==> config.mk <==
export PLATFORM = sky130hd
export DESIGN_NAME = ddr3_pwrup_seq
export DESIGN_NICKNAME = d
export VERILOG_FILES = /design/src/rtl/ddr3_pkg.sv /design/src/rtl/sync2.sv /design/src/rtl/ddr3_pwrup_seq.sv
export SDC_FILE = /design/constraint.sdc
export NUM_CORES = 1
export LEC_CHECK = 0
export BUFFER_PORTS_ARGS = -buffer_cell sky130_fd_sc_hd__buf_2
export CELL_PAD_IN_SITES_DETAIL_PLACEMENT = 0
export CELL_PAD_IN_SITES_GLOBAL_PLACEMENT = 1
export CORE_MARGIN = 8
export CORE_UTILIZATION = 51
export CTS_BUF_LIST = sky130_fd_sc_hd__clkbuf_2 sky130_fd_sc_hd__clkbuf_4 sky130_fd_sc_hd__clkbuf_8
export DETAILED_ROUTE_END_ITERATION = 8
export PLACE_DENSITY = 0.95
export SYNTH_ARGS = -nofsm -noshare
export SYNTH_HDL_FRONTEND = slang
export SYNTH_SLANG_ARGS = --single-unit
==> constraint.sdc <==
create_clock -name clk -period 3.3 [get_ports clk]
set_clock_uncertainty 0.05 [all_clocks]
set_input_delay 0.495 -clock clk [delete_from_list [all_inputs] [get_ports clk]]
set_output_delay 0.495 -clock clk [all_outputs]
set_load 0.1 [all_outputs]
==> src/rtl/ddr3_pkg.sv <==
// Shared types and helpers for the DDR3 power-up sequencer.
package ddr3_pkg;

    typedef enum logic [2:0] {
        WAIT_LOCK = 3'd0,
        STABLE    = 3'd1,
        RST_LOW   = 3'd2,
        CKE_WAIT  = 3'd3,
        INIT      = 3'd4,
        READY     = 3'd5
    } pwrup_state_t;

    function automatic int unsigned us_to_cyc(input int unsigned us, input int unsigned clk_mhz);
        return us * clk_mhz;
    endfunction

    function automatic int unsigned max_u(input int unsigned a, input int unsigned b);
        return (a > b) ? a : b;
    endfunction

endpackage

==> src/rtl/sync2.sv <==
// Two-flop synchronizer for a single asynchronous level signal.
module sync2 (
    input  logic clk,
    input  logic resetn,
    input  logic i_d,
    output logic o_q
);

    logic r_meta;
    logic r_sync;

    // Two-stage capture of the asynchronous input
    always_ff @(posedge clk) begin
        if (!resetn) begin
            r_meta <= 1'b0;
            r_sync <= 1'b0;
        end else begin
            r_meta <= i_d;
            r_sync <= r_meta;
        end
    end

    assign o_q = r_sync;

endmodule

==> src/rtl/ddr3_pwrup_seq.sv <==
// DDR3 power-up sequencer: waits for stable PLL lock, times RESET#/CKE,
// then hands off to the controller init engine via req/ack.
module ddr3_pwrup_seq
    import ddr3_pkg::*;
#(
    parameter int unsigned CLK_MHZ          = 32'd100,
    parameter int unsigned LOCK_STABLE_CYC  = 32'd1024,
    parameter int unsigned T_RESET_US       = 32'd200,
    parameter int unsigned T_CKE_US         = 32'd500,
    parameter int unsigned INIT_TIMEOUT_CYC = 32'd65536
) (
    input  logic       clk,
    input  logic       resetn,
    input  logic       pll_lock,
    output logic       ddr_reset_n,
    output logic       ddr_cke,
    output logic       ctrl_rst_n,
    output logic       init_req,
    input  logic       init_ack,
    output logic       ready,
    output logic [7:0] restart_cnt
);

    localparam int unsigned T_RESET_CYC = us_to_cyc(T_RESET_US, CLK_MHZ);
    localparam int unsigned T_CKE_CYC   = us_to_cyc(T_CKE_US, CLK_MHZ);
    localparam int unsigned MAX_CYC     = max_u(max_u(LOCK_STABLE_CYC, T_RESET_CYC),
                                                max_u(T_CKE_CYC, INIT_TIMEOUT_CYC));
    localparam int unsigned CNT_W       = (MAX_CYC > 32'd1) ? $clog2(MAX_CYC) : 32'd1;

    localparam logic [CNT_W-1:0] LOCK_END    = CNT_W'(LOCK_STABLE_CYC - 32'd1);
    localparam logic [CNT_W-1:0] RESET_END   = CNT_W'(T_RESET_CYC - 32'd1);
    localparam logic [CNT_W-1:0] CKE_END     = CNT_W'(T_CKE_CYC - 32'd1);
    localparam logic [CNT_W-1:0] TIMEOUT_END = CNT_W'(INIT_TIMEOUT_CYC - 32'd1);

    pwrup_state_t     r_state;
    pwrup_state_t     w_next_state;
    logic [CNT_W-1:0] r_cnt;
    logic [CNT_W-1:0] w_cnt_next;
    logic             w_lock_s;
    logic             w_abort;
    logic [7:0]       r_restart_cnt;
    logic             r_ddr_reset_n;
    logic             r_ddr_cke;
    logic             r_ctrl_rst_n;
    logic             r_init_req;
    logic             r_ready;
    logic             w_ddr_reset_n;
    logic             w_ddr_cke;
    logic             w_ctrl_rst_n;
    logic             w_init_req;
    logic             w_ready;

    sync2 u_lock_sync (
        .clk    (clk),
        .resetn (resetn),
        .i_d    (pll_lock),
        .o_q    (w_lock_s)
    );

    // Next-state logic; lock loss past STABLE overrides everything and counts as an abort
    always_comb begin
        w_next_state = r_state;
        w_abort      = 1'b0;
        case (r_state)
            WAIT_LOCK: begin
                if (w_lock_s) w_next_state = STABLE;
                else          w_next_state = WAIT_LOCK;
            end
            STABLE: begin
                if (!w_lock_s)              w_next_state = WAIT_LOCK;
                else if (r_cnt == LOCK_END) w_next_state = RST_LOW;
                else                        w_next_state = STABLE;
            end
            RST_LOW: begin
                if (!w_lock_s) begin
                    w_next_state = WAIT_LOCK;
                    w_abort      = 1'b1;
                end else if (r_cnt == RESET_END) begin
                    w_next_state = CKE_WAIT;
                end else begin
                    w_next_state = RST_LOW;
                end
            end
            CKE_WAIT: begin
                if (!w_lock_s) begin
                    w_next_state = WAIT_LOCK;
                    w_abort      = 1'b1;
                end else if (r_cnt == CKE_END) begin
                    w_next_state = INIT;
                end else begin
                    w_next_state = CKE_WAIT;
                end
            end
            INIT: begin
                if (!w_lock_s) begin
                    w_next_state = WAIT_LOCK;
                    w_abort      = 1'b1;
                end else if (init_ack) begin
                    w_next_state = READY;
                end else if (r_cnt == TIMEOUT_END) begin
                    w_next_state = RST_LOW;
                    w_abort      = 1'b1;
                end else begin
                    w_next_state = INIT;
                end
            end
            READY: begin
                if (!w_lock_s) begin
                    w_next_state = WAIT_LOCK;
                    w_abort      = 1'b1;
                end else begin
                    w_next_state = READY;
                end
            end
            default: begin
                w_next_state = WAIT_LOCK;
            end
        endcase
    end

    // Counter restarts on every state change; untimed states hold it at zero
    always_comb begin
        w_cnt_next = r_cnt + CNT_W'(1);
        if ((w_next_state != r_state) || (r_state == WAIT_LOCK) || (r_state == READY)) begin
            w_cnt_next = {CNT_W{1'b0}};
        end else begin
            w_cnt_next = r_cnt + CNT_W'(1);
        end
    end

    // Output decode of the upcoming state so the registered pins track the state register
    always_comb begin
        w_ddr_reset_n = 1'b0;
        w_ddr_cke     = 1'b0;
        w_ctrl_rst_n  = 1'b0;
        w_init_req    = 1'b0;
        w_ready       = 1'b0;
        case (w_next_state)
            CKE_WAIT: begin
                w_ddr_reset_n = 1'b1;
                w_ctrl_rst_n  = 1'b1;
            end
            INIT: begin
                w_ddr_reset_n = 1'b1;
                w_ddr_cke     = 1'b1;
                w_ctrl_rst_n  = 1'b1;
                w_init_req    = 1'b1;
            end
            READY: begin
                w_ddr_reset_n = 1'b1;
                w_ddr_cke     = 1'b1;
                w_ctrl_rst_n  = 1'b1;
                w_ready       = 1'b1;
            end
            default: begin
                w_ddr_reset_n = 1'b0;
            end
        endcase
    end

    // State, counter, outputs and saturating abort count
    always_ff @(posedge clk) begin
        if (!resetn) begin
            r_state       <= WAIT_LOCK;
            r_cnt         <= {CNT_W{1'b0}};
            r_restart_cnt <= 8'd0;
            r_ddr_reset_n <= 1'b0;
            r_ddr_cke     <= 1'b0;
            r_ctrl_rst_n  <= 1'b0;
            r_init_req    <= 1'b0;
            r_ready       <= 1'b0;
        end else begin
            r_state       <= w_next_state;
            r_cnt         <= w_cnt_next;
            r_ddr_reset_n <= w_ddr_reset_n;
            r_ddr_cke     <= w_ddr_cke;
            r_ctrl_rst_n  <= w_ctrl_rst_n;
            r_init_req    <= w_init_req;
            r_ready       <= w_ready;
            if (w_abort && (r_restart_cnt != 8'hFF)) begin
                r_restart_cnt <= r_restart_cnt + 8'd1;
            end else begin
                r_restart_cnt <= r_restart_cnt;
            end
        end
    end

    assign ddr_reset_n = r_ddr_reset_n;
    assign ddr_cke     = r_ddr_cke;
    assign ctrl_rst_n  = r_ctrl_rst_n;
    assign init_req    = r_init_req;
    assign ready       = r_ready;
    assign restart_cnt = r_restart_cnt;

endmodule

# Word level (Yosys, flattened, before mapping)
# Index checks and enable logic that the tools add are counted.
dict set report classes {
  reduce_logical 8
  n_mux 21
  bitwise_logic 1
  n_eq_ne 14
  n_addsub 2
}
# op n
set ops {}
lappend ops {{$eq A16 B16 Y1 const B} 2}
lappend ops {{$mux W3} 6}
lappend ops {{$pmux W3 S6} 1}
lappend ops {{$add A16 B1 Y16 const B} 1}
lappend ops {{$eq A16 B10 Y1 const B} 1}
lappend ops {{$eq A16 B15 Y1 const B} 1}
lappend ops {{$eq A3 B3 Y1 const B} 4}
lappend ops {{$mux W1} 10}
lappend ops {{$eq A3 B2 Y1 const B} 3}
lappend ops {{$add A8 B1 Y8 const B} 1}
lappend ops {{$ne A8 B8 Y1 const B} 1}
lappend ops {{$mux W2} 3}
lappend ops {{$reduce_or A3 Y1} 2}
lappend ops {{$reduce_or A2 Y1} 2}
lappend ops {{$eq A3 B1 Y1 const B} 1}
lappend ops {{$logic_not A3 Y1} 1}
lappend ops {{$ne A3 B3 Y1} 1}
lappend ops {{$logic_or A1 B1 Y1} 2}
lappend ops {{$pmux W1 S2} 1}
lappend ops {{$logic_and A1 B1 Y1} 1}
lappend ops {{$not A1 Y1} 1}
dict set report totals {
  wordCells 55
  register_bits 33
}

# Depth between registers and ports, before layout
# Gate-level depths: netlist of the first run.
dict set report depth {
  word_depth 9
  mapped_depth 9
  ltp_nobuf 6
}

# By module
# From an unflattened synthesis of the first run, not the netlist that was laid out.
dict set report unflattened {
  hier_cells 191
  area_unflattened_um2 1731.7
}
# module area_per_inst_um2 instances cells_each seq_area_each_um2
set by_module_without_submodules {}
lappend by_module_without_submodules {ddr3_pwrup_seq 1679.1 1 187 620.6}
lappend by_module_without_submodules {sync2 52.6 1 4 40.0}

# Least setup slack after synthesis of the first run
# OpenSTA, ideal clock, no wires.
dict set report synth_timing {
  path_kind {flip-flop to flip-flop}
  start {register r_cnt[0]}
  end {register r_cnt[10]}
  path_stages_with_launch 9
  arrival_ns 2.107
  synth_period_minus_slack_ns 2.261
  path_slack_ns 1.039
  path_cell_list {dfxtp_1 > ha_1 > and3_1 > buf_4 > nand2_1 > or4_4 > a31o_4 > buf_6 > a2111oi_2}
}
dict set report synth_between {
  elab_chain_len 9
  word_cells_on_any_way 19
  classes_between {add/sub (1); eq/ne (5); mux (10); reduce/logical (3)}
}
# item line
set synth_rtl {}
lappend synth_rtl {{start: declaration} ddr3_pwrup_seq.sv:37} ;# logic [CNT_W-1:0] r_cnt;
lappend synth_rtl {{start signal: assignment} ddr3_pwrup_seq.sv:165} ;# r_cnt <= {CNT_W{1'b0}};
lappend synth_rtl {{start signal: assignment} ddr3_pwrup_seq.sv:174} ;# r_cnt <= w_cnt_next;
lappend synth_rtl {{$eq A16 B16 Y1} ddr3_pwrup_seq.sv:100} ;# end else if (r_cnt == TIMEOUT_END) begin
lappend synth_rtl {{$mux W3} ddr3_pwrup_seq.sv:100}
lappend synth_rtl {{$mux W3} ddr3_pwrup_seq.sv:98} ;# end else if (init_ack) begin
lappend synth_rtl {{$mux W3} ddr3_pwrup_seq.sv:95} ;# if (!w_lock_s) begin
lappend synth_rtl {{$pmux W3 S6} ddr3_pwrup_seq.sv:64} ;# case (r_state)
lappend synth_rtl {{$ne A3 B3 Y1} ddr3_pwrup_seq.sv:124} ;# if ((w_next_state != r_state) || (r_state == WAIT_LOCK) || (r_state == READY)) begin
lappend synth_rtl {{$logic_or A1 B1 Y1 (2 in series)} ddr3_pwrup_seq.sv:124}
lappend synth_rtl {{$reduce_or A2 Y1 (no line)} --}
# Several ways; a longest one is shown, not always the timed one.
# A chain may end at the register's enable or synchronous reset.

# Worst setup path after layout of the first run
dict set report layout_timing {
  start {register r_cnt[0]}
  end {register r_cnt[0]}
}
# The elaborated chain is that of the path after synthesis.

==> metrics.md, run 1 <==
| Metric | Value |
|---|---|
| Cell row count | 21 |
| Total internal power | 530 uW |
| DR iter-0 viols | 135 |
| H-tree Lvls | 2 |
| CTS tree | built |
| Seq pwr share | 58.7% |
| CP Launch Point | r_cnt[0] |
| Status | finished, final reports clean |
| Layout Nets | 211 |
| Buffers added on ports | 16 |
| DIE HEIGHT | 75.4 um |
| CP Class | reg -> reg |
| Clk root buf | clkbuf_4 |
| Met2 usage | 25.0% |
| Hold Buf Count CTS | 0 |
| Global Route met1 Usage | 17.2% |
| Clock network fraction of design power | 38.4% |
| Synth warn | 0 |
| TritonCTS Buffers | 5 |
| Diode count | 0 |
| Area grow syn2layout | 9.03% |
| Worst slew pin tran | 933 ps |
| Seq/Total Area, Yosys | 36.7% |
| Final period utilization | 77.6% |
| Global-route met3 utilization | 4.74% |
| Layout cells sized above 1 | 21.4% |
| FILL cells | 322 |
| CTS resizes | 0 |
| Min-Delay Path Class | in -> reg |
| Most frequent cells in the layout | 33 x dfxtp_1, 21 x nand2_1, 16 x buf_2 |
| Clock Sinks | 33 |
| Synthesized area | 0.00180 sq mm |
| Syn Area/Cell | 9.43 sq um |
| Top_reg_cell synth | dfxtp_1 |
| Core Area | 0.00336 sq mm |
| CP Max Fanout | 16 |
| Sw Share | 22.5% |
| Arr. time, crit path | 2710 ps |
| Worst R2R Start | r_cnt[0] |
| Later-pin clock latency in the skew report | 340 ps |
| Drt wl/cell | 15.4 um |
| NetSw | 154 uW |
| Layer with the highest usage | met2 |
| Antenna violations before repair | 0 |
| Vias | 1541 |
| Final ANT Viol Nets | 0 |
| Placer Congestion | 0.884 |
| Leak pwr | 0.622 nW |
| Clock buffer depth | 2 |
| CP Capture Type | flop |
| Crit path launch type | flop |
| Post-Syn Instances | 191 |
| Power share of the combinational group | 2.9% |
| Drt via density | 6.12 |
| Most common cell after layout, fill and taps aside | dfxtp_1 |
| GRT Overall Usage | 14.9% |
| First-pass GRT wire length | 6460 um |
| Residual DRC | 0 |
| Clk pin slew, worst setup/hold paths | 90 ps |
| Yosys reg bits | 33 |
| Fmax | 0.391 GHz |
| Min cycle time layout | 2560 ps |
| Detailed Place HPWL | 2690 um |
| Pwr Total | 683 uW |
| PwrDens | 348 mW/mm^2 |
| Starting Density | 53.6% |
| Syn_nets | 197 |
| IO Pins | 17 |
| Max transition margin | 37.5% |
| EDFF count, synth | 0 |
| Peak supply drop | 0.000247 V |
| Die X | 75.4 um |
| Setup bufs post-CTS | 0 |
| Vias in the first global route | 1386 |
| Die area | 0.00569 sq mm |
| Total gr overflow | 0 |
| Max-slew violations | 0 |
| Final TNS setup | 0 ps |
| R2r setup slk | 740 ps |
| Worst path required time | 3450 ps |
| Async set or reset register ratio after synthesis | 0% |
| Post-Route WL | 3870 um |
| # Max-Cap Violations | 0 |
| Final setup violation count | 0 |
| Hold path startpoint | pll_lock |
| RSZ-0062 raised after global routing | no |
| Largest net degree at the start of global routing | 17 |
| DRT Pass-1 Iters | 4 |
| Distinct cells, synth | 48 |
| Hold slack | 322 ps |
| Final number of hold-violating endpoints | 0 |
-- layer usage --
metal	vias up	wire (um)
met3	6	273
met5	-	0
li1	756	-
met2	56	1880
met1	723	1670
met4	0	52
-- stage by stage --
step / worst slack [ps] / std cells / utilization [%] / cell area [sq um]
after global routing: 536 / 252 / 58.4 / 1960
after detailed placement: 742 / 244 / 56.3 / 1890
after CTS: 719 / 252 / 58.4 / 1960
after floorplan: 1040 / 191 / - / 1800
after global placement: 918 / 244 / 56.3 / 1890
final: 740 / 252 / 58.4 / 1960
-- area by class of cell --
cell class                 count  area [sq um]  area share [%]
multi-input combinational    144          1070            54.5
sequential                    33           661            33.6
timing repair buffer          18          95.1            4.84
clock buffer                   7          65.1            3.31
tap                           46          57.6            2.93
inverter                       3          11.3           0.573
clock inverter                 1          5.00           0.255
-- worst paths after layout --
| check | to | depth (start not counted) |
|---|---|---|
| setup / recovery | r_cnt[0] | 6 |
| hold / removal | u_lock_sync.r_meta | 2 |
| setup reg to reg | r_cnt[0] | 6 |
| hold reg to reg | u_lock_sync.o_q | 1 |
-- state kept, by name, indices dropped and copies added (netlist names) --
| register | flops |
|---|---|
| ctrl_rst_n | 1 |
| r_cnt | 16 |
| ddr_cke | 1 |
| u_lock_sync.o_q | 1 |
| r_state | 3 |
| restart_cnt | 8 |
| u_lock_sync.r_meta | 1 |
| init_req | 1 |
| ready | 1 |
-- power by group through the flow --
stage                     combinational, mW  clock (mW)  sequential (mW)
after detailed placement             0.0197           0            0.410
final                                0.0198       0.262            0.401
after CTS                            0.0197       0.271            0.401
after global placement               0.0192           0            0.410
after floorplan                      0.0142           0            0.410
after global routing                 0.0221       0.288            0.402
-- worst max-delay path, stage by stage, from the launching register on --
cell       delay (ps)
dfxtp_1           400
ha_1              220
and3_1            280
nand2_1           130
or4_4             560
a31o_4            350
a2111oi_0         440
-- cell usage after synthesis (2+ instances only) --
| cell type | n | share of area, % |
|---|---|---|
| o31ai_1 | 4 | 1.7 |
| o21ai_0 | 3 | 0.83 |
| a21boi_0 | 6 | 2.5 |
| buf_2 | 3 | 0.83 |
| a31oi_1 | 2 | 0.69 |
| inv_1 | 3 | 0.62 |
| a2111oi_2 | 9 | 7.5 |
| nand2_1 | 21 | 4.4 |
| o41ai_1 | 2 | 0.97 |
| mux2i_1 | 2 | 1.1 |
| and3_1 | 6 | 2.1 |
| dfxtp_1 | 33 | 37 |
| a21oi_1 | 3 | 0.83 |
| nor2_1 | 9 | 1.9 |
| nand2b_1 | 3 | 1.0 |
| nor3_1 | 4 | 1.1 |
| nor2b_1 | 3 | 1.0 |
| or4_1 | 4 | 1.7 |
| ha_1 | 2 | 1.4 |
| buf_4 | 2 | 0.83 |
| xor2_1 | 4 | 1.9 |
| nor4_1 | 3 | 1.0 |
| clkbuf_1 | 5 | 1.0 |
| and4_1 | 2 | 0.97 |
| nand4_1 | 4 | 1.4 |
| and2_1 | 3 | 1.0 |
| xnor2_1 | 12 | 5.8 |
| nand3_1 | 9 | 2.5 |
| a2111oi_0 | 6 | 2.9 |
-- cell families (layout without fill, tap and decap cells) --
kind of cell	count (synthesis)	in the layout	synth area share [%]
and+or+nand+nor	82	82	26.2
AOI/OAI and AO/OA	42	42	22.9
DFF	33	33	36.7
xor gates and xnor gates	16	16	7.78
buffers and inverters	14	29	3.96
adders and majority gates	2	2	1.39
muxes	2	2	1.11
Note: power is estimated with default switching activity, not from simulation.
==> run 2: changes to the inputs <==
--- a/config.mk
+++ b/config.mk
@@ -9,10 +9,10 @@
 export CELL_PAD_IN_SITES_DETAIL_PLACEMENT = 0
 export CELL_PAD_IN_SITES_GLOBAL_PLACEMENT = 1
 export CORE_MARGIN = 8
-export CORE_UTILIZATION = 51
+export CORE_UTILIZATION = 42
 export CTS_BUF_LIST = sky130_fd_sc_hd__clkbuf_2 sky130_fd_sc_hd__clkbuf_4 sky130_fd_sc_hd__clkbuf_8
 export DETAILED_ROUTE_END_ITERATION = 8
-export PLACE_DENSITY = 0.95
+export PLACE_DENSITY = 0.88
 export SYNTH_ARGS = -nofsm -noshare
 export SYNTH_HDL_FRONTEND = slang
 export SYNTH_SLANG_ARGS = --single-unit
==> constraint.sdc (replaced) <==
create_clock -name clk -period 2.2 [get_ports clk]
set_clock_uncertainty 0.05 [all_clocks]
set_input_delay 0.33 -clock clk [delete_from_list [all_inputs] [get_ports clk]]
set_output_delay 0.33 -clock clk [all_outputs]
set_load 0.1 [all_outputs]
==> metrics.md, run 2 (synthesis results as in run 1) <==
| Metric | Value |
|---|---|
| Setup WS post-layout | -2.95 ps (was 740 ps) |
| Max reg flops | 16 (unchanged) |
| Buffers added on ports | 16 (unchanged) |
| Vias in the first global route | 1492 (was 1386) |
| Later-pin clock latency in the skew report | 290 ps (was 340 ps) |
| Placed Cells | 277 (was 244) |
| Residual DRC | 0 (unchanged) |
| CP top delay family | simple AND/OR/NAND/NOR gates (unchanged) |
| Antenna violations before repair | 0 (unchanged) |
| Area grow syn2layout | 31.2% (was 9.03%) |
| Die area | 0.00664 sq mm (was 0.00569 sq mm) |
| Clk pin slew, worst setup/hold paths | 80 ps (was 90 ps) |
| Placer Congestion | 0.906 (was 0.884) |
| Hold path depth | 2 (unchanged) |
| Cell row count | 24 (was 21) |
| Clk root buf | clkbuf_8 (was clkbuf_4) |
| Hold path startpoint | pll_lock (unchanged) |
| Reg2Reg Depth | 4 (was 6) |
| DIE HEIGHT | 81.5 um (was 75.4 um) |
| Worst slew pin tran | 467 ps (was 933 ps) |
| Diode count | 0 (unchanged) |
| Die X | 81.5 um (was 75.4 um) |
| Fmax | 0.454 GHz (was 0.391 GHz) |
| Reg2reg end | r_cnt[1] (was r_cnt[0]) |
| Clock Sinks | 33 (unchanged) |
| Buf+Inv Stages, Crit Path | 0 (unchanged) |
| Most common cell after layout, fill and taps aside | buf_4 (was dfxtp_1) |
| Non-Filler Instances | 287 (was 252) |
| Design area | 0.00236 sq mm (was 0.00196 sq mm) |
| TritonCTS Buffers | 5 (unchanged) |
| CP Capture Type | flop (unchanged) |
| Post-Route WL | 4420 um (was 3870 um) |
| Leak pwr | 0.812 nW (was 0.622 nW) |
| Final period utilization | 100% (was 77.6%) |
| Peak supply drop | 0.000327 V (was 0.000247 V) |
| CP Max Fanout | 8 (was 16) |
| PwrDens | 527 mW/mm^2 (was 348 mW/mm^2) |
| Final ANT Viol Nets | 0 (unchanged) |
| Max stage delay on crit path | 520 ps (was 560 ps) |
| DRT Pass-1 Iters | 4 (unchanged) |
| Crit path launch type | flop (unchanged) |
| Min cycle time layout | 2200 ps (was 2560 ps) |
| Worst R2R Start | r_cnt[8] (was r_cnt[0]) |
| Largest net degree at the start of global routing | 17 (unchanged) |
| Max-slew violations | 0 (unchanged) |
| Status | finished, violations left (was finished, final reports clean) |
| Starting Density | 42.6% (was 53.6%) |
| H-tree Lvls | 2 (unchanged) |
| Endpoint, Worst Hold | u_lock_sync.r_meta (unchanged) |
| Detailed Place HPWL | 3030 um (was 2690 um) |
| Drt via density | 5.63 (was 6.12) |
| Arr. time, crit path | 2310 ps (was 2710 ps) |
| Total gr overflow | 0 (unchanged) |
| CTS tree | built (unchanged) |
| IO Pins | 17 (unchanged) |
| Layout Nets | 240 (was 211) |
| CP Class | reg -> reg (unchanged) |
| Worst path required time | 2310 ps (was 3450 ps) |
| Final number of hold-violating endpoints | 0 (unchanged) |
| R2r setup slk | -3 ps (was 740 ps) |
| Drt wl/cell | 15.4 um (about the same) |
| Max transition margin | 68.6% (was 37.5%) |
| # Max-Cap Violations | 0 (unchanged) |
| First-pass GRT wire length | 7310 um (was 6460 um) |
| Min-Delay Path Class | in -> reg (unchanged) |
| Critical Path, Cell by Cell | or4_1 -> or4_4 -> a31o_4 -> a2111oi_1 (was ha_1 -> and3_1 -> nand2_1 -> or4_4 -> a31o_4 -> a2111oi_0) |
| Failing checks | negative setup slack |
| DP Worst Slack | -36.9 ps (was 742 ps) |
| Worst path slowest cell | or4_4 (unchanged) |
| Most flop-heavy register | r_cnt (unchanged) |
| DR iter-0 viols | 79 (was 135) |
| GRT Overall Usage | 14.1% (was 14.9%) |
| RSZ-0062 raised after global routing | yes (was no) |
| Vias | 1615 (was 1541) |
| Clock buffer depth | 2 (unchanged) |
| Most frequent cells in the layout | 29 x buf_4, 25 x dfxtp_1, 21 x nand2_1 (was 33 x dfxtp_1, 21 x nand2_1, 16 x buf_2) |
| Final setup violation count | 1 (was 0) |
| Hold Buf Count CTS | 0 (unchanged) |
| DP Area | 0.00213 sq mm (was 0.00189 sq mm) |
| Core Area | 0.00423 sq mm (was 0.00336 sq mm) |
| Layout cells sized above 1 | 37.9% (was 21.4%) |
==> run 2: cell types whose count changed in the layout (fill, tap and decap cells not counted), sizes merged <==
cell	delta
buf	+28
a31o	+1
clkinv	-1
bufinv	+1
==> run 2: worst reg2reg max path: cells and delay by family (launching register included) <==
family	cells	cell delay [ps]
AND/OR/NAND/NOR	2	1010
flip-flops	1	340
AO/OA/AOI/OAI	2	670
==> run 2: stage by stage <==
stage	utilization, %	setup TNS, ps	hold slack [ps]	power, mW
3_3_place_gp	50.2	0	369	0.651
6_report	55.8	-2.95	216	1.25
4_1_cts	53.6	0	210	1.25
2_1_floorplan	-	0	362	0.636
3_5_place_dp	50.2	-107	380	0.651
5_1_grt	55.8	-389	218	1.29
==> run 2: final cells by class <==
cell class	instances	area [sq um]
Clock inverter	1	30.0
Clock buffer	7	90.1
Multi-Input combinational cell	145	1180
Tap cell	52	65.1
Timing Repair Buffer	46	318
Inverter	3	11.3
Sequential cell	33	671
Fill cell	351	1870
==> run 2: report_power, final <==
part	internal (mW)	total (mW)	switching, mW	leakage [nW]
registers	0.600	0.601	0.00162	0.270
clock network	0.382	0.603	0.222	0.0619
logic	0.0150	0.0408	0.0258	0.479
==> run 2: worst max path at each step <==
stage / slack (ps) / cells past startpoint / startpoint / to
after floorplan: 3 / 8 / r_cnt[0] / r_cnt[10]
after global placement: 10 / 4 / r_cnt[8] / r_cnt[15]
after detailed placement: -40 / 4 / r_cnt[8] / r_cnt[4]
after CTS: 10 / 4 / r_cnt[8] / r_cnt[6]
after global routing: -100 / 4 / r_cnt[8] / r_cnt[4]
final: -3 / 4 / r_cnt[8] / r_cnt[1]
==> run 2: per-layer routing <==
| layer | track usage, % | up-vias | routed length, um |
|---|---|---|---|
| met5 | 0 | - | 0 |
| met4 | 6.43 | 0 | 66 |
| met3 | 3.50 | 5 | 165 |
| met2 | 21.0 | 19 | 2030 |
| met1 | 18.8 | 778 | 2160 |
| li1 | - | 813 | - |
==> run 2: what timing repair did <==
action	4_1_cts	5_1_grt
buffers inserted	0	1
pin swaps	1	6
resized for setup	3	21
cloned	1	0
endpoints found under the setup margin	8	23
==> run 3: changes to the inputs <==
--- a/config.mk
+++ b/config.mk
@@ -12,7 +12,9 @@
 export CORE_UTILIZATION = 42
 export CTS_BUF_LIST = sky130_fd_sc_hd__clkbuf_2 sky130_fd_sc_hd__clkbuf_4 sky130_fd_sc_hd__clkbuf_8
 export DETAILED_ROUTE_END_ITERATION = 8
-export PLACE_DENSITY = 0.88
+export GPL_ROUTABILITY_DRIVEN = 0
+export PLACE_DENSITY_LB_ADDON = 0.1
 export SYNTH_ARGS = -nofsm -noshare
 export SYNTH_HDL_FRONTEND = slang
+export SYNTH_HIERARCHICAL = 1
 export SYNTH_SLANG_ARGS = --single-unit
==> metrics.md, run 3 <==
| Metric | Value |
|---|---|
| Post-Route WL | 3870 um (was 4420 um) |
| Synth Area in Adders | 1.45% (was 1.39%) |
| Synthesized area | 0.00173 sq mm (was 0.00180 sq mm) |
| CP Class | reg -> reg (unchanged) |
| Die area | 0.00643 sq mm (was 0.00664 sq mm) |
| First-pass GRT wire length | 6760 um (was 7310 um) |
| Most frequent cells in the layout | 30 x dfxtp_1, 22 x nand2_1, 16 x a211oi_1, 16 x buf_2, 10 x nor2_1 (was 29 x buf_4, 25 x dfxtp_1, 21 x nand2_1) |
| Drt wl/cell | 14.4 um (was 15.4 um) |
| Xor and xnor area share after synthesis | 7.59% (was 7.78%) |
| Post-Syn Instances | 191 (unchanged) |
| # Max-Cap Violations | 0 (unchanged) |
| Status | finished, final reports clean (was finished, violations left) |
| Cell row count | 23 (was 24) |
| Post-synthesis mux area share | 4.05% (was 1.11%) |
| Peak supply drop | 0.000247 V (was 0.000327 V) |
| Leak pwr | 0.770 nW (was 0.812 nW) |
| Design area | 0.00207 sq mm (was 0.00236 sq mm) |
| Most frequent cell after synthesis | dfxtp_1 (unchanged) |
| Core Area | 0.00397 sq mm (was 0.00423 sq mm) |
| Async set or reset register ratio after synthesis | 0% (unchanged) |
| Final ANT Viol Nets | 0 (unchanged) |
| Vias | 1489 (was 1615) |
| Placed Cells | 258 (was 277) |
| Synth warn | 6 (was 0) |
| TritonCTS Buffers | 5 (unchanged) |
| RSZ-0062 raised after global routing | no (was yes) |
| Starting Density | 43.6% (was 42.6%) |
| Syn Area/Cell | 9.07 sq um (was 9.43 sq um) |
| Layout Nets | 223 (was 240) |
| Largest family of logic cells by synthesized area | simple AND/OR/NAND/NOR gates (unchanged) |
| Max reg flops | 16 (unchanged) |
| DIE HEIGHT | 80.2 um (was 81.5 um) |
| Distinct cells, synth | 47 (was 48) |
| EDFF count, synth | 0 (unchanged) |
| Min-Delay Path Class | in -> reg (unchanged) |
| FILL cells | 370 (was 351) |
| Clk pin slew, worst setup/hold paths | 70 ps (was 80 ps) |
| Clk root buf | clkbuf_8 (unchanged) |
| Max transition margin | 58.7% (was 68.6%) |
| GRT Overall Usage | 13.2% (was 14.1%) |
| Final number of hold-violating endpoints | 0 (unchanged) |
| IO Pins | 17 (unchanged) |
| Min cycle time layout | 2050 ps (was 2200 ps) |
| Syn_nets | 197 (unchanged) |
| Clock buffer depth | 2 (unchanged) |
| Worst R2R Start | r_cnt[1] (was r_cnt[8]) |
| Final setup violation count | 0 (was 1) |
| Max-slew violations | 0 (unchanged) |
| Post-synthesis compound-gate area fraction | 17.0% (was 22.9%) |
| Later-pin clock latency in the skew report | 280 ps (was 290 ps) |
| Hold path startpoint | pll_lock (unchanged) |
| Drt via density | 5.56 (was 5.63) |
| DP Worst Slack | -2.31 ps (was -36.9 ps) |
| Worst path required time | 2350 ps (was 2310 ps) |
| Synth top area share | 38.2% (was 36.7%) |
| Yosys reg bits | 33 (unchanged) |
| Non-Filler Instances | 268 (was 287) |
| DP Area | 0.00193 sq mm (was 0.00213 sq mm) |
| Area grow syn2layout | 19.5% (was 31.2%) |
| DRT Pass-1 Iters | 4 (unchanged) |
| Die X | 80.2 um (was 81.5 um) |
| Final period utilization | 93.3% (was 100%) |
| Layout cells sized above 1 | 22.0% (was 37.9%) |
| Core Util, Final | 52.1% (was 55.8%) |
| Synth area leader | dfxtp_1 (unchanged) |
| Worst slew pin tran | 620 ps (was 467 ps) |
| Detailed Place HPWL | 2840 um (was 3030 um) |
| Vias in the first global route | 1427 (was 1492) |
| CP Launch Point | r_cnt[1] (was r_cnt[8]) |
| Seq/Total Area, Yosys | 38.2% (was 36.7%) |
| Residual DRC | 0 (unchanged) |
| Buffers added on ports | 16 (unchanged) |
| Crit path launch type | flop (unchanged) |
| CTS tree | built (unchanged) |
| Diode count | 0 (unchanged) |
| Arr. time, crit path | 2200 ps (was 2310 ps) |
| Hold slack | 209 ps (was 216 ps) |
| H-tree Lvls | 2 (unchanged) |
| Antenna violations before repair | 0 (unchanged) |
| Setup WS post-layout | 147 ps (was -2.95 ps) |
| CP Capture Type | flop (unchanged) |
| Largest cells by area after synthesis | dfxtp_1 38%, a211oi_1 6.9%, nand2_1 4.8% (was dfxtp_1 37%, a2111oi_2 7.5%, xnor2_1 5.8%) |
| Synth cell count leaders | 33 x dfxtp_1, 22 x nand2_1, 16 x a211oi_1, 10 x nor2_1 (was 33 x dfxtp_1, 21 x nand2_1, 12 x xnor2_1) |
| CP Max Fanout | 5 (was 8) |
| Total gr overflow | 0 (unchanged) |
| Area of the multi-input gates | 0.00103 sq mm (was 0.00118 sq mm) |
| Largest net degree at the start of global routing | 19 (was 17) |
| Fmax | 0.487 GHz (was 0.454 GHz) |
| Synth Area in Simple Gates | 28.0% (was 26.2%) |
| FF+latch area | 664 sq um (was 671 sq um) |
| Top_reg_cell synth | dfxtp_1 (unchanged) |
| Most flop-heavy register | r_cnt (unchanged) |
| Most common cell after layout, fill and taps aside | dfxtp_1 (was buf_4) |
| Clock Sinks | 33 (unchanged) |
| DR iter-0 viols | 78 (was 79) |
| PwrDens | 551 mW/mm^2 (was 527 mW/mm^2) |
run 3: cell count changes after synthesis, moves of 5 or more:
cell	change
xor2_1	+5
a211oi_1	+16
xnor2_1	-6
a21boi_0	-5
a2111oi_2	-9
mux2i_1	+5
a2111oi_0	-6
a21oi_1	+6
run 3: timing repair:
| item | 4_1_cts | 5_1_grt |
|---|---|---|
| hold buffers | 0 | 0 |
| pin swaps | 1 | 3 |
| setup buffers | 0 | 2 |
| resized for setup | 1 | 7 |
| setup endpoints to repair | 3 | 22 |
run 3: per-stage QoR:
| stage | setup TNS, ps | power, mW |
|---|---|---|
| 6_report | 0 | 1.14 |
| 5_1_grt | 0 | 1.19 |
| 4_1_cts | 0 | 1.17 |
| 3_3_place_gp | 0 | 0.656 |
| 2_1_floorplan | 0 | 0.638 |
| 3_5_place_dp | -3.88 | 0.656 |
run 3: kinds of logic after synthesis:
family	Yosys count
compound gates	40
xor+xnor	15
fa+ha+maj	2
buf+inv	13
flops	33
mux	7
simple gates	81
run 3: worst paths after layout:
| path | end | slack, ps | cells past startpoint |
|---|---|---|---|
| worst min register to register | u_lock_sync/o_q | 390 | 1 |
| worst max register to register | restart_cnt[7] | 150 | 6 |
| worst min-delay path | u_lock_sync/r_meta | 210 | 2 |
| worst max-delay path | restart_cnt[7] | 150 | 6 |
run 3: area by class of cell:
| type | count | share of cell area (%) |
|---|---|---|
| inverter | 6 | 1.09 |
| timing repair buffer | 26 | 9.31 |
| sequential | 33 | 32.1 |
| multi-input combinational | 145 | 49.6 |
| tap | 50 | 3.02 |
| clock buffer | 7 | 4.66 |
| clock inverter | 1 | 0.242 |
run 3: report_power, final:
| group | switching, mW | internal [mW] | total, mW |
|---|---|---|---|
| clock | 0.216 | 0.283 | 0.499 |
| sequential | 0.00195 | 0.600 | 0.602 |
| combinational | 0.0233 | 0.0171 | 0.0405 |
run 3: routing by layer:
metal	up-vias	track usage, %	part of all wire, %
met4	0	6.36	1.8
met2	22	21.1	47
li1	753	-	-
met3	7	3.68	4.0
met1	707	16.0	48
met5	-	0	0
run 3: critical path, stage by stage, from the launching register on:
cell	delay [ps]
dfxtp_1	360
ha_2	220
nand3_2	170
nor4_4	430
nand4_4	160
a211o_1	330
a221oi_2	250
